**src/rtl/btb_predictor_pkg.sv**
```systemverilog
// Shared definitions for the IF-stage branch target buffer.
// Counter encodings follow the usual 2-bit saturating scheme.
package btb_predictor_pkg;

  localparam int unsigned WORD_SIZE = 16;

  typedef logic [1:0] ctr_t;

  localparam ctr_t CTR_SNT   = 2'b00;
  localparam ctr_t CTR_WNT   = 2'b01;
  localparam ctr_t CTR_WT    = 2'b10;
  localparam ctr_t CTR_ST    = 2'b11;
  localparam ctr_t CTR_RESET = CTR_WNT;

endpackage

```
**src/rtl/btb_predictor_sat_counter_2b.sv**
```systemverilog
// 2-bit saturating direction counter: next-state function only.
module sat_counter_2b
  import btb_predictor_pkg::*;
(
  input  logic [1:0] i_ctr,
  input  logic       i_taken,
  output logic [1:0] o_ctr
);

  always_comb begin
    o_ctr = i_ctr;
    if (i_taken) begin
      if (i_ctr != CTR_ST) o_ctr = i_ctr + 2'd1;
    end else begin
      if (i_ctr != CTR_SNT) o_ctr = i_ctr - 2'd1;
    end
  end

endmodule

```
**src/rtl/btb_predictor.sv**
```systemverilog
// Direct-mapped branch target buffer with combinational lookup and
// registered training from the ID stage.
module btb_predictor #(
  parameter int unsigned WORD_SIZE  = btb_predictor_pkg::WORD_SIZE,
  parameter int unsigned INDEX_BITS = 4,
  parameter int unsigned TAG_BITS   = WORD_SIZE - INDEX_BITS
) (
  input  logic                 i_clk,
  input  logic                 i_reset,
  input  logic [WORD_SIZE-1:0] i_pc_if,
  output logic [WORD_SIZE-1:0] o_pred_pc,
  output logic                 o_pred_hit,
  output logic                 o_pred_taken,
  input  logic                 i_upd_en,
  input  logic [WORD_SIZE-1:0] i_upd_pc,
  input  logic [WORD_SIZE-1:0] i_upd_target,
  input  logic                 i_upd_taken,
  input  logic                 i_upd_is_jump
);
  import btb_predictor_pkg::*;

  localparam int unsigned Entries = 1 << INDEX_BITS;

  logic                 r_valid  [Entries];
  logic [TAG_BITS-1:0]  r_tag    [Entries];
  logic [WORD_SIZE-1:0] r_target [Entries];
  logic [1:0]           r_ctr    [Entries];

  logic [INDEX_BITS-1:0] w_idx;
  logic [TAG_BITS-1:0]   w_tag;
  logic [WORD_SIZE-1:0]  w_pc_inc;
  logic                  w_hit;
  logic                  w_taken;

  logic [INDEX_BITS-1:0] w_upd_idx;
  logic [TAG_BITS-1:0]   w_upd_tag;
  logic                  w_upd_hit;
  logic [1:0]            w_upd_ctr_next;

  assign w_idx    = i_pc_if[INDEX_BITS-1:0];
  assign w_tag    = i_pc_if[WORD_SIZE-1:INDEX_BITS];
  // Sequential fall-through wraps naturally at the word width.
  assign w_pc_inc = i_pc_if + {{(WORD_SIZE-1){1'b0}}, 1'b1};
  assign w_hit    = r_valid[w_idx] && (r_tag[w_idx] == w_tag);
  assign w_taken  = w_hit && r_ctr[w_idx][1];

  assign o_pred_hit   = w_hit;
  assign o_pred_taken = w_taken;
  assign o_pred_pc    = w_taken ? r_target[w_idx] : w_pc_inc;

  assign w_upd_idx = i_upd_pc[INDEX_BITS-1:0];
  assign w_upd_tag = i_upd_pc[WORD_SIZE-1:INDEX_BITS];
  assign w_upd_hit = r_valid[w_upd_idx] && (r_tag[w_upd_idx] == w_upd_tag);

  sat_counter_2b u_sat_counter (
    .i_ctr   (r_ctr[w_upd_idx]),
    .i_taken (i_upd_taken),
    .o_ctr   (w_upd_ctr_next)
  );

  // Tags and targets are don't-care while invalid, so only valid/ctr reset.
  always_ff @(posedge i_clk) begin
    if (i_reset) begin
      for (int i = 0; i < Entries; i++) begin
        r_valid[i] <= 1'b0;
        r_ctr[i]   <= CTR_RESET;
      end
    end else if (i_upd_en) begin
      if (i_upd_is_jump) begin
        r_valid[w_upd_idx]  <= 1'b1;
        r_tag[w_upd_idx]    <= w_upd_tag;
        r_target[w_upd_idx] <= i_upd_target;
        r_ctr[w_upd_idx]    <= CTR_ST;
      end else if (w_upd_hit) begin
        r_ctr[w_upd_idx] <= w_upd_ctr_next;
        if (i_upd_taken) r_target[w_upd_idx] <= i_upd_target;
      end else if (i_upd_taken) begin
        r_valid[w_upd_idx]  <= 1'b1;
        r_tag[w_upd_idx]    <= w_upd_tag;
        r_target[w_upd_idx] <= i_upd_target;
        r_ctr[w_upd_idx]    <= CTR_WT;
      end
    end
  end

endmodule

```
**config.mk**
```make
export PLATFORM = sky130hd
export DESIGN_NAME = btb_predictor
export DESIGN_NICKNAME = d
export VERILOG_FILES = /design/src/rtl/btb_predictor_pkg.sv /design/src/rtl/btb_predictor_sat_counter_2b.sv /design/src/rtl/btb_predictor.sv
export SDC_FILE = /design/constraint.sdc
export NUM_CORES = 1
export LEC_CHECK = 0
export ABC_AREA = 1
export BUFFER_PORTS_ARGS = -buffer_cell sky130_fd_sc_hd__clkbuf_2
export CORE_MARGIN = 8
export CORE_UTILIZATION = 30
export CTS_BUF_LIST = sky130_fd_sc_hd__clkbuf_8 sky130_fd_sc_hd__clkbuf_16
export CTS_CLUSTER_DIAMETER = 150
export DETAILED_ROUTE_END_ITERATION = 10
export PLACE_DENSITY = 0.51
export REMOVE_ABC_BUFFERS = 1
export SLEW_MARGIN = 20
export SYNTH_ARGS = -nofsm -noshare
export SYNTH_HDL_FRONTEND = slang
export SYNTH_SLANG_ARGS = --single-unit
```
**constraint.sdc**
```tcl
create_clock -name i_clk -period 7.3 [get_ports i_clk]
set_input_delay 0.73 -clock i_clk [delete_from_list [all_inputs] [get_ports i_clk]]
set_output_delay 0.73 -clock i_clk [all_outputs]
set_load 0.005 [all_outputs]
```
==> flow_summary.json <==
{
  "yosysMostFrequentCell": "nand2_1",
  "p_leak_nw": 10.05,
  "setup_viol": 0,
  "required_ns": 6.57,
  "row_count": 102,
  "synth_top_area_frac": 0.6187,
  "drt-vias-per-instance": 5.139,
  "drt.antenna.violating_nets": 0,
  "seqCellArea_um2": 14730,
  "ys_types": 40,
  "seq_area_frac_synth": 0.6324,
  "fp.dieH_um": 294.7,
  "end_kind": "output pin",
  "hpwl_um": 45690,
  "h-tree-depth": 2,
  "antenna_found_initial": 3,
  "synth_warnings": 0,
  "synthCells": 2402,
  "tritoncts": "yes",
  "io-pin-count": 71,
  "cts_buffers": 53,
  "die-width_um": 294.7,
  "critPathKind": "input port to output pin",
  "maxSlewHeadroom": 0.2527,
  "ctsHoldBuffers": 0,
  "hold_viol_final": 0,
  "skew_ns": 0.03447,
  "fin_tns_setup_ns": 0,
  "grt_max_degree": 148,
  "pwr_density_cell_nw_per_um2": 248.2,
  "drtIter0Drc": 2053,
  "r2r_start": "r_tag[9][5]",
  "postPlaceCellArea_um2": 24680,
  "worst_pin_slew_ns": 1.120,
  "clockBufferDepth": 3,
  "cts_sinks": 496,
  "coreArea_um2": 77210,
  "multi_input_area_um2": 7407,
  "timing.final.crit_share": 0.7347,
  "die-area_um2": 86830,
  "drc": 0,
  "outcome": "complete, no violations",
  "grt_pass1_vias": 17360,
  "fillers": 7756,
  "worst_ep_arrival_time_ns": 4.63,
  "grt_first_pass_wirelength_um": 112200,
  "hold_path_class": "flop to flop",
  "min_from": "r_valid[2]",
  "clkLatencyLatePin_ns": 0.62,
  "hold_slack_ns": 0.4864,
  "routed_wl_um": 76310,
  "netlist_top_cells_count": "nand2_1 (673), edfxtp_1 (480), nor2_1 (310)",
  "start_util": 0.3017,
  "cp-start-kind": "input port",
  "clock.fmax_mhz": 186.5,
  "place_congestion": 0.9055,
  "grt_usage": 0.1713,
  "fin_util": 0.3436,
  "clk_pin_slew_worst_paths_ns": 0.06,
  "async_reset_ff_frac": 0,
  "final_area_um2": 26530,
  "netlist_area_um2": 23300,
  "wl_per_cell_um": 21.73,
  "hold_depth": 2,
  "critical_path.max_fanout": 147,
  "yosysTopAreaCell": "edfxtp_1",
  "ys_ff_latch": 496,
  "avgSynthCellArea_um2": 9.699,
  "ff2ff_path_depth": 17,
  "rsz0062_at_grt": "false",
  "p_total_mw": 6.584,
  "cts_resized": 0,
  "period_minus_slack_ns": 5.363,
  "synthTopCellsByArea": "edfxtp_1 (62%), nand2_1 (11%), o21ai_0 (6.5%), nor2_1 (5.0%), inv_1 (2.2%)",
  "vdd_drop_max_uv": 174.3,
  "clockRootBuffer": "clkbuf_16",
  "area_growth_pct": 13.87,
  "cap_violations": 0,
  "vias": 18040,
  "layout.nets": 2480,
  "crit_path_start": "i_pc_if[0]",
  "synth_edf_count": 480,
  "synthFlopType": "edfxtp_1",
  "regToRegSetupSlack_ns": 4.04,
  "gr-total-overflow": 0,
  "diodes": 0,
  "drive_gt1_frac": 0.09510,
  "port-buffer-count": 70,
  "first_pass_iters": 5,
  "postCtsSetupRepairBufs": 0,
  "maxSlewViolCount": 0
}
## worst max-delay path, cell delays in order
cell and delay [ns]:
buf_6 0.20, inv_8 0.55, buf_4 0.63, o21ai_0 0.15, o221ai_1 0.21, nand3_1 0.23, nand3_1 0.16, nand3_1 0.12
nor2_2 0.20, nand3_2 0.71, o21ai_1 0.43, clkbuf_2 0.17
## metrics by stage
| step | instances | setup WS, ns |
|---|---|---|
| finish | 3511 | 1.937 |
| global route | 3511 | 1.557 |
| CTS | 3511 | 1.884 |
| detailed placement | 3411 | 1.888 |
| global placement | 3411 | 1.987 |
| floorplan | 2258 | 2.056 |
## kinds of logic after synthesis
kind of cell    share of synthesized area
buf+inv                           0.05290
xor+xnor                         0.004887
simple gates                       0.1802
compound gates                     0.1290
flops                              0.6324
fa+ha+maj                       0.0005370
## layer usage
layer | share of wire | vias to the layer above | GRT usage
met5 | 0.00038 | - | 0
met4 | 0.027 | 4 | 0.05194
met3 | 0.076 | 140 | 0.02778
met2 | 0.45 | 768 | 0.2699
met1 | 0.45 | 8799 | 0.2410
li1 | - | 8332 | -
## path summary, 6_finish.rpt
path                        to
hold / removal      r_valid[2]
setup reg to reg  r_tag[12][0]
hold reg to reg     r_valid[2]
setup / recovery  o_pred_pc[1]
## cell usage in the layout (no fill, tap or decap), drive strengths merged, types with 2 or more instances in the layout
cell	netlist	final
nand4	3	3
inv	142	146
o221ai	23	23
o21bai	6	6
a31oi	8	8
clkinvlp	0	3
nor2	313	313
o21ai	326	326
a21oi	66	66
edfxtp	480	480
xor2	13	13
nand3	60	60
nor4	3	3
o211a	5	5
nand2	676	676
clkinv	2	32
a22o	3	3
nand3b	2	2
a221oi	5	5
a32o	9	9
a22oi	9	9
clkbuf	70	120
o22ai	45	45
dfxtp	16	16
nor3	15	15
buf	74	46
o211ai	24	24
bufinv	0	10
## power breakdown
group	switching, mW	internal [mW]	total, mW	leakage [nW]
logic	0.409	0.143	0.552	4.65
clock network	1.18	1.68	2.86	0.921
registers	0.0141	3.16	3.17	4.48
total	1.60	4.99	6.58	10.1
## area by class of cell
cell class,instances,share of cell area
Tap cell,1040,0.04905
Clock buffer,53,0.04999
Inverter,144,0.02070
Clock inverter,47,0.01986
Sequential cell,496,0.5554
Timing Repair Buffer,113,0.02580
Multi-Input combinational cell,1618,0.2792
## flip-flops by register name, summed over array words and instances, names as in the netlist
signal,count
r_tag,192
r_valid,16
r_target,256
r_ctr,32
No activity file was read; power rests on OpenSTA's default activity.
